`src/rtl/mmio_periph_hub_pkg.sv`:
```
// rtl/mmio_periph_hub_pkg.sv - shared register offsets, timer control bits and hex-to-segment table
package mmio_hub_pkg;

  // Word offsets, i.e. addr[7:2]
  localparam logic [5:0] OFF_GPIO_OUT = 6'h00;
  localparam logic [5:0] OFF_GPIO_IN  = 6'h01;
  localparam logic [5:0] OFF_SEG_VAL  = 6'h02;
  localparam logic [5:0] OFF_TCNT     = 6'h03;
  localparam logic [5:0] OFF_TCMP     = 6'h04;
  localparam logic [5:0] OFF_TCTRL    = 6'h05;

  localparam int CTRL_EN   = 0;
  localparam int CTRL_AUTO = 1;
  localparam int CTRL_PEND = 2;

  // Segments g..a, active-low
  localparam logic [6:0] HEX_SEG [16] = '{
    7'b1000000, 7'b1111001, 7'b0100100, 7'b0110000,
    7'b0011001, 7'b0010010, 7'b0000010, 7'b1111000,
    7'b0000000, 7'b0010000, 7'b0001000, 7'b0000011,
    7'b1000110, 7'b0100001, 7'b0000110, 7'b0001110
  };

endpackage

```
`src/rtl/mmio_periph_hub_if.sv`:
```
// rtl/mmio_periph_hub_if.sv - data-memory port bundle between the core (master) and the hub (slave)
interface mmio_periph_hub_if #(
  parameter int ADDR_W = 32,
  parameter int DATA_W = 32
);
  logic                  wr_req_i;
  logic [DATA_W/8-1:0]   wr_sel_i;
  logic [ADDR_W-1:0]     wr_addr_i;
  logic [DATA_W-1:0]     wr_data_i;
  logic                  rd_req_i;
  logic [ADDR_W-1:0]     rd_addr_i;
  logic [DATA_W-1:0]     rd_data_o;
  logic                  rd_hit_o;

  modport master (
    output wr_req_i, wr_sel_i, wr_addr_i, wr_data_i, rd_req_i, rd_addr_i,
    input  rd_data_o, rd_hit_o
  );

  modport slave (
    input  wr_req_i, wr_sel_i, wr_addr_i, wr_data_i, rd_req_i, rd_addr_i,
    output rd_data_o, rd_hit_o
  );
endinterface

```
`src/rtl/mmio_periph_hub_seg_scan_mux.sv`:
```
// rtl/mmio_periph_hub_seg_scan_mux.sv - digit scanner and hex decode for the seven-segment display
// Optional leading-zero blanking: MMIO_HUB_SEG_LZB_EN
module seg_scan_mux
  import mmio_hub_pkg::*;
#(
  parameter int NUM_DIGITS = 4,
  parameter int SCAN_DIV   = 50000
) (
  input  logic                    clk,
  input  logic                    rst,
  input  logic [4*NUM_DIGITS-1:0] seg_val_i,
  output logic [6:0]              seg_o,
  output logic [NUM_DIGITS-1:0]   an_o
);

  localparam int IDX_W = (NUM_DIGITS > 1) ? $clog2(NUM_DIGITS) : 1;
  localparam int PRE_W = $clog2(SCAN_DIV);

  logic [PRE_W-1:0]      r_pre;
  logic [IDX_W-1:0]      r_idx;
  logic [6:0]            r_seg;
  logic [NUM_DIGITS-1:0] r_an;
  logic                  w_tc;
  logic [IDX_W-1:0]      w_idx_nxt;
  logic [3:0]            w_nib;
  logic                  w_blank;

  assign w_tc = (r_pre == PRE_W'(SCAN_DIV - 1));

  // Segments and anodes are both registered from the next index so they switch on the same edge
  always_comb begin
    w_idx_nxt = r_idx;
    if (w_tc)
      w_idx_nxt = (r_idx == IDX_W'(NUM_DIGITS - 1)) ? '0 : r_idx + IDX_W'(1);
    w_nib   = seg_val_i[{w_idx_nxt, 2'b00} +: 4];
    w_blank = 1'b0;
`ifdef MMIO_HUB_SEG_LZB_EN
    w_blank = (w_idx_nxt != '0) && ((seg_val_i >> {w_idx_nxt, 2'b00}) == '0);
`endif
  end

  always_ff @(posedge clk or negedge rst) begin
    if (!rst) begin
      r_pre <= '0;
      r_idx <= '0;
      r_seg <= 7'b1000000;
      r_an  <= ~NUM_DIGITS'(1);
    end else begin
      r_pre <= w_tc ? '0 : r_pre + PRE_W'(1);
      r_idx <= w_idx_nxt;
      r_seg <= w_blank ? 7'h7F : HEX_SEG[w_nib];
      r_an  <= ~(NUM_DIGITS'(1) << w_idx_nxt);
    end
  end

  assign seg_o = r_seg;
  assign an_o  = r_an;

endmodule

```
`src/rtl/mmio_periph_hub.sv`:
```
// rtl/mmio_periph_hub.sv - memory-mapped hub: GPIO, scanned seven-segment display, compare timer with irq
// Optional leading-zero blanking: MMIO_HUB_SEG_LZB_EN (implemented in seg_scan_mux)
module mmio_periph_hub
  import mmio_hub_pkg::*;
#(
  parameter int                ADDR_W     = 32,
  parameter int                DATA_W     = 32,
  parameter logic [ADDR_W-1:0] BASE_ADDR  = 32'h4000_0000,
  parameter int                GPIO_W     = 8,
  parameter int                NUM_DIGITS = 4,
  parameter int                SCAN_DIV   = 50000
) (
  input  logic                  clk,
  input  logic                  rst,
  mmio_periph_hub_if.slave      bus,
  input  logic [GPIO_W-1:0]     gpio_i,
  output logic [GPIO_W-1:0]     gpio_o,
  output logic [6:0]            seg_o,
  output logic [NUM_DIGITS-1:0] an_o,
  output logic                  timer_irq_o
);

  localparam int NB = DATA_W / 8;

  logic [GPIO_W-1:0] r_gpio_out, r_gpio_s1, r_gpio_s2;
  logic [DATA_W-1:0] r_seg_val, r_tcnt, r_tcmp, r_rd_data;
  logic              r_en, r_auto, r_pend, r_rd_hit;

  logic              w_wr_hit, w_rd_hit, w_match, w_w1c, w_pend_nxt, w_unused;
  logic [5:0]        w_wr_off;
  logic [DATA_W-1:0] w_wmask, w_tcnt_nxt, w_rd_val;

  assign w_wr_hit = bus.wr_req_i && (bus.wr_addr_i[ADDR_W-1:8] == BASE_ADDR[ADDR_W-1:8]);
  assign w_rd_hit = bus.rd_req_i && (bus.rd_addr_i[ADDR_W-1:8] == BASE_ADDR[ADDR_W-1:8]);
  assign w_wr_off = bus.wr_addr_i[7:2];
  assign w_unused = ^{bus.wr_addr_i[1:0], bus.rd_addr_i[1:0]};

  always_comb begin
    w_wmask = '0;
    for (int b = 0; b < NB; b++)
      w_wmask[8*b +: 8] = {8{bus.wr_sel_i[b]}};
  end

  // Timer: a software count write overrides increment/reload; a hardware match overrides W1C
  always_comb begin
    w_match    = r_en && (r_tcnt == r_tcmp);
    w_tcnt_nxt = r_tcnt;
    if (r_en)
      w_tcnt_nxt = (w_match && r_auto) ? '0 : r_tcnt + DATA_W'(1);
    if (w_wr_hit && (w_wr_off == OFF_TCNT))
      w_tcnt_nxt = (r_tcnt & ~w_wmask) | (bus.wr_data_i & w_wmask);
    w_w1c      = w_wr_hit && (w_wr_off == OFF_TCTRL) && bus.wr_sel_i[0] && bus.wr_data_i[CTRL_PEND];
    w_pend_nxt = w_match ? 1'b1 : (w_w1c ? 1'b0 : r_pend);
  end

  always_comb begin
    w_rd_val = '0;
    case (bus.rd_addr_i[7:2])
      OFF_GPIO_OUT: w_rd_val[GPIO_W-1:0] = r_gpio_out;
      OFF_GPIO_IN:  w_rd_val[GPIO_W-1:0] = r_gpio_s2;
      OFF_SEG_VAL:  w_rd_val = r_seg_val;
      OFF_TCNT:     w_rd_val = r_tcnt;
      OFF_TCMP:     w_rd_val = r_tcmp;
      OFF_TCTRL: begin
        w_rd_val[CTRL_EN]   = r_en;
        w_rd_val[CTRL_AUTO] = r_auto;
        w_rd_val[CTRL_PEND] = r_pend;
      end
      default:      w_rd_val = '0;
    endcase
  end

  always_ff @(posedge clk or negedge rst) begin
    if (!rst) begin
      r_gpio_out <= '0;
      r_gpio_s1  <= '0;
      r_gpio_s2  <= '0;
      r_seg_val  <= '0;
      r_tcnt     <= '0;
      r_tcmp     <= '0;
      r_en       <= 1'b0;
      r_auto     <= 1'b0;
      r_pend     <= 1'b0;
      r_rd_data  <= '0;
      r_rd_hit   <= 1'b0;
    end else begin
      r_gpio_s1 <= gpio_i;
      r_gpio_s2 <= r_gpio_s1;
      r_tcnt    <= w_tcnt_nxt;
      r_pend    <= w_pend_nxt;
      r_rd_hit  <= w_rd_hit;
      r_rd_data <= w_rd_hit ? w_rd_val : '0;
      if (w_wr_hit) begin
        case (w_wr_off)
          OFF_GPIO_OUT: r_gpio_out <= (r_gpio_out & ~w_wmask[GPIO_W-1:0])
                                    | (bus.wr_data_i[GPIO_W-1:0] & w_wmask[GPIO_W-1:0]);
          OFF_SEG_VAL:  r_seg_val  <= (r_seg_val & ~w_wmask) | (bus.wr_data_i & w_wmask);
          OFF_TCMP:     r_tcmp     <= (r_tcmp & ~w_wmask) | (bus.wr_data_i & w_wmask);
          OFF_TCTRL: begin
            if (bus.wr_sel_i[0]) begin
              r_en   <= bus.wr_data_i[CTRL_EN];
              r_auto <= bus.wr_data_i[CTRL_AUTO];
            end
          end
          default: ;
        endcase
      end
    end
  end

  assign bus.rd_data_o = r_rd_data;
  assign bus.rd_hit_o  = r_rd_hit;
  assign gpio_o        = r_gpio_out;
  assign timer_irq_o   = r_pend;

  seg_scan_mux #(
    .NUM_DIGITS (NUM_DIGITS),
    .SCAN_DIV   (SCAN_DIV)
  ) u_scan (
    .clk       (clk),
    .rst       (rst),
    .seg_val_i (r_seg_val[4*NUM_DIGITS-1:0]),
    .seg_o     (seg_o),
    .an_o      (an_o)
  );

endmodule

```
`src/flat_wrapper.sv`:
```
// flat-port wrapper written by rule: the top's interface ports become plain ports
module mmio_periph_hub_flat import mmio_hub_pkg::*;
#(
  parameter int                ADDR_W     = 32,
  parameter int                DATA_W     = 32,
  parameter logic [ADDR_W-1:0] BASE_ADDR  = 32'h4000_0000,
  parameter int                GPIO_W     = 8,
  parameter int                NUM_DIGITS = 4,
  parameter int                SCAN_DIV   = 50000
)
  (clk, rst, gpio_i, gpio_o, seg_o, an_o, timer_irq_o, bus_wr_req_i, bus_wr_sel_i, bus_wr_addr_i, bus_wr_data_i, bus_rd_req_i, bus_rd_addr_i, bus_rd_data_o, bus_rd_hit_o);
  mmio_periph_hub_if #(.ADDR_W(ADDR_W), .DATA_W(DATA_W)) bus_i ();
  input  logic clk;
  input  logic rst;
  input  logic [GPIO_W-1:0] gpio_i;
  output logic [GPIO_W-1:0] gpio_o;
  output logic [6:0] seg_o;
  output logic [NUM_DIGITS-1:0] an_o;
  output logic timer_irq_o;
  input wire logic [$bits(bus_i.wr_req_i)-1:0] bus_wr_req_i;
  input wire logic [$bits(bus_i.wr_sel_i)-1:0] bus_wr_sel_i;
  input wire logic [$bits(bus_i.wr_addr_i)-1:0] bus_wr_addr_i;
  input wire logic [$bits(bus_i.wr_data_i)-1:0] bus_wr_data_i;
  input wire logic [$bits(bus_i.rd_req_i)-1:0] bus_rd_req_i;
  input wire logic [$bits(bus_i.rd_addr_i)-1:0] bus_rd_addr_i;
  output wire logic [$bits(bus_i.rd_data_o)-1:0] bus_rd_data_o;
  output wire logic [$bits(bus_i.rd_hit_o)-1:0] bus_rd_hit_o;
  assign bus_i.wr_req_i = bus_wr_req_i;
  assign bus_i.wr_sel_i = bus_wr_sel_i;
  assign bus_i.wr_addr_i = bus_wr_addr_i;
  assign bus_i.wr_data_i = bus_wr_data_i;
  assign bus_i.rd_req_i = bus_rd_req_i;
  assign bus_i.rd_addr_i = bus_rd_addr_i;
  assign bus_rd_data_o = bus_i.rd_data_o;
  assign bus_rd_hit_o = bus_i.rd_hit_o;
  mmio_periph_hub #(.ADDR_W(ADDR_W), .DATA_W(DATA_W), .BASE_ADDR(BASE_ADDR), .GPIO_W(GPIO_W), .NUM_DIGITS(NUM_DIGITS), .SCAN_DIV(SCAN_DIV)) u_core (.clk(clk), .rst(rst), .bus(bus_i), .gpio_i(gpio_i), .gpio_o(gpio_o), .seg_o(seg_o), .an_o(an_o), .timer_irq_o(timer_irq_o));
endmodule
```
`config.mk`:
```
export PLATFORM = sky130hd
export DESIGN_NAME = mmio_periph_hub_flat
export DESIGN_NICKNAME = d
export VERILOG_FILES = /design/src/rtl/mmio_periph_hub_pkg.sv /design/src/rtl/mmio_periph_hub_if.sv /design/src/rtl/mmio_periph_hub_seg_scan_mux.sv /design/src/rtl/mmio_periph_hub.sv /design/src/flat_wrapper.sv
export SDC_FILE = /design/constraint.sdc
export NUM_CORES = 1
export LEC_CHECK = 0
export BUFFER_PORTS_ARGS = -buffer_cell sky130_fd_sc_hd__buf_2
export CORE_ASPECT_RATIO = 1.75
export CORE_MARGIN = 4
export CORE_UTILIZATION = 36
export DETAILED_ROUTE_END_ITERATION = 8
export PLACE_DENSITY = 0.59
export SLEW_MARGIN = 10
export SYNTH_ARGS = -nofsm -noshare
export SYNTH_HDL_FRONTEND = slang
export SYNTH_HIERARCHICAL = 1
export SYNTH_SLANG_ARGS = --single-unit
```
`constraint.sdc`:
```
create_clock -name clk -period 4.1 [get_ports clk]
set_input_delay 0.205 -clock clk [delete_from_list [all_inputs] [get_ports clk]]
set_output_delay 0.205 -clock clk [all_outputs]
set_load 0.02 [all_outputs]
```
==> flow_summary_export.csv <==
group,metric,value,unit
clocking,cts_tree,"done",
logic_synthesis,synth_most_common_cell,"dfrtp_1",
floorplan,start_util,0.365,
setup_path,arrival,3870,ps
floorplan,num_rows,77,
logic_synthesis,ys_top_cells_by_area,"dfrtp_1 49%, mux2_2 7.1%, a222oi_1 3.2%, nand4_1 2.7%, nor2_1 2.6%",
logic_synthesis,synthCells,849,
sta,max_freq,0.283,GHz
setup_path,setup.worst_path.start_class,"flip-flop",
logic_synthesis,synth_top_area_cell,"dfrtp_1",
sta,finalSetupTns,0,ps
clocking,cts_hold_buf,19,
route,wl_per_cell,20.6,um
logic_synthesis,syn_avg_cell_area,10.9,um2
clocking,root_buffer,"clkbuf_16",
grt,gr-total-overflow,0,
clocking,clk_pin_slew,70,ps
floorplan,die_h,220,um
placed_design,io_buffers,160,
logic_synthesis,yosys_most_used_dff,"dfrtp_1",
setup_path,rr_endpoint,"u_core/u_scan/seg_o[1]$_DFF_PN0_",
logic_synthesis,synth_nets,970,
setup_path,critical_path_class,"flip-flop to flip-flop",
logic_synthesis,async_reset_ff_frac,1.00,
floorplan,die_x,129,um
floorplan,core,25300,um2
power_and_ir_drop,p_leak,5.09,nW
setup_path,reg2reg_depth,11,
route,highest-signal-layer,"met4",
run,maxCapViolCount,0,
placed_design,placed_area,10300,um2
logic_synthesis,synth-seq-cells,185,
setup_path,cpPeakStageDelay,590,ps
sta,hold_ws,17.2,ps
sta,maxSlewHeadroom,0.222,
cells_and_area,drive_above_1_share,0.287,
floorplan,die_area,28400,um2
grt,grt_start_max_net_pins,116,
worst_hold_path,worstHoldPathCells,2,
clocking,cts_buffer_depth,2,
clocking,cts_made_buffers,17,
floorplan,io_pins,165,
cells_and_area,fin_area,11100,um2
logic_synthesis,synth_cell_type_count,72,
route,met3_length,1.28,mm
sta,setup_viol,0,
placed_design,dp_worst_setup_slack,555,ps
power_and_ir_drop,pwr-share-clk,0.458,
clocking,cts_resized,0,
placed_design,placedCellCount,1281,
worst_hold_path,hp-start,"bus_wr_data_i[9]",
setup_path,path_max_fanout,12,
cells_and_area,area_delta_synth_final,19.9,%
power_and_ir_drop,power.internal,2.86,mW
run_status,status,"completed",
route,drc,0,
worst_hold_path,hold_path_class,"input pin to flip-flop",
setup_path,reg2reg_slack,560,ps
sta,post-route-period-util,0.863,
route,ant_nets,0,
grt,antenna_found_initial,1,
clocking,clock-sinks,185,
logic_synthesis,synth_edf_count,0,
route,viasPerCell,5.55,
setup_path,cp_cell_sequence,"ha_1 -> and3_1 -> and4_4 -> mux2i_2 -> a211oi_1 -> a31oi_1 -> inv_1 -> ha_1 -> inv_1 -> mux2i_1 -> a32o_1",
cells_and_area,final_cells,1333,
power_and_ir_drop,combPwrFrac,0.041,
cells_and_area,fin_nets,1124,
setup_path,reg2reg_from,"u_core/u_scan/r_pre[0]$_DFF_PN0_",
placed_design,dp_hpwl,20.1,mm
route,drtPass1Iterations,8,
logic_synthesis,ys_top_cells_by_count,"181 x dfrtp_1, 65 x nor2_1, 60 x nand2_1, 58 x mux2_2, 40 x nand4_1",
sta,skew,8.68,ps
logic_synthesis,yosysWarnings,6,
logic_synthesis,syn-cell-area,9250,um2
sta,rsz0062_at_grt,"no",
power_and_ir_drop,finalPower,3.67,mW
grt,grt_pass1_vias,7632,
clocking,postCtsSetupRepairBufs,0,
placed_design,routabilityCongestion,0.869,
setup_path,critPathSlowestCell,"mux2i_2",
setup_path,cp-end-kind,"flip-flop",
sta,layout_setup_ws,563,ps
power_and_ir_drop,power_density,331,nW/um2
route,wirelength,27.4,mm
sta,hold_viol_final,0,
power_and_ir_drop,swShare,0.220,
clocking,clkLatencyLatePin,450,ps
route,wl_met1,9.78,mm
cells_and_area,finalCoreUtilization,0.438,
grt,grt_pass1_wl,42.3,mm
sta,drv_slew,0,
route,drt_iter0_drc,652,
power_and_ir_drop,power.net_switching,0.808,mW
setup_path,required,4440,ps
logic_synthesis,synth_top_area_frac,0.490,
route,num_vias,7402,
grt,track_usage,0.197,
power_and_ir_drop,pwr-share-seq,0.501,
sta,tightest_slew,1170,ps
power_and_ir_drop,ir_drop,314,uV
logic_synthesis,yosysSeqAreaShare,0.501,
sta,fin_crit,3540,ps
route,met2_length,14.8,mm
clocking,cts_htree_levels,4,
power groups by stage:
| stage | combinational, mW | clock, mW | sequential (mW) |
|---|---|---|---|
| 6_report | 0.151 | 1.68 | 1.84 |
| 5_1_grt | 0.170 | 1.79 | 1.83 |
| 4_1_cts | 0.156 | 1.72 | 1.84 |
| 3_5_place_dp | 0.141 | 0 | 1.87 |
| 3_3_place_gp | 0.139 | 0 | 1.87 |
| 2_1_floorplan | 0.0227 | 0 | 1.87 |
logic make-up (layout without fill, tap and decap cells):
group           after synthesis  in the layout  synth area share
fa+ha+maj                     9              9            0.0122
simple gates                315            315             0.184
xor+xnor                     34             34            0.0322
buf+inv                      74            241            0.0350
other cells                   0              1                 0
compound gates              133            133             0.113
mux                          99             99             0.122
flops                       185            185             0.501
worst max-delay path: cells and delay by family (launching register included):
family	cells	cell delay (ps)
buffers and inverters	2	280
AOI/OAI and AO/OA	3	850
DFF	1	440
and+or+nand+nor	2	590
muxes	2	650
adders and majority gates	2	610
metal layers:
metal / vias to the layer above / track usage
li1: 3481 / -
met2: 213 / 0.353
met1: 3644 / 0.207
met4: 0 / 0.128
met5: - / 0
met3: 64 / 0.0349
worst max-delay path by stage:
stage | start | end | depth (start not counted)
5_1_grt | u_core/u_scan/r_pre[0]$_DFF_PN0_ | u_core/u_scan/seg_o[1]$_DFF_PN0_ | 11
6_report | u_core/u_scan/r_pre[0]$_DFF_PN0_ | u_core/u_scan/seg_o[1]$_DFF_PN0_ | 11
2_1_floorplan | u_core/u_scan/r_pre[0]$_DFF_PN0_ | u_core/u_scan/seg_o[1]$_DFF_PN0_ | 13
3_3_place_gp | u_core/u_scan/r_pre[0]$_DFF_PN0_ | u_core/u_scan/seg_o[1]$_DFF_PN0_ | 11
4_1_cts | u_core/u_scan/r_pre[0]$_DFF_PN0_ | u_core/u_scan/seg_o[1]$_DFF_PN0_ | 11
3_5_place_dp | u_core/u_scan/r_pre[0]$_DFF_PN0_ | u_core/u_scan/seg_o[1]$_DFF_PN0_ | 11
placed cells by master, fill, tap and decap left out, drive strengths merged, types with 8 or more instances in the layout:
cell type and instances:
a222oi 30, nand2 68, dfrtp 181, mux2 75, o21ai 15, nor2 65, dlygate4sd3 19, o211ai 12
a31oi 8, a21oi 14, a22oi 23, nand4 40, buf 168, inv 22, nor4 15, nor3 17
nand2b 10, nand3 36, clkbuf 23, xnor2 27, ha 9, and3 16, mux2i 21
cell type report:
class | instances | area, um2
Inverter | 21 | 78.8
Sequential cell | 185 | 4630
Fill cell | 2407 | 14300
Timing Repair Buffer | 188 | 1070
Antenna cell | 1 | 2.50
Clock inverter | 10 | 116
Clock buffer | 22 | 484
Multi-Input combinational cell | 590 | 4310
Tap cell | 316 | 395
Power figures use the tool's default switching activity.
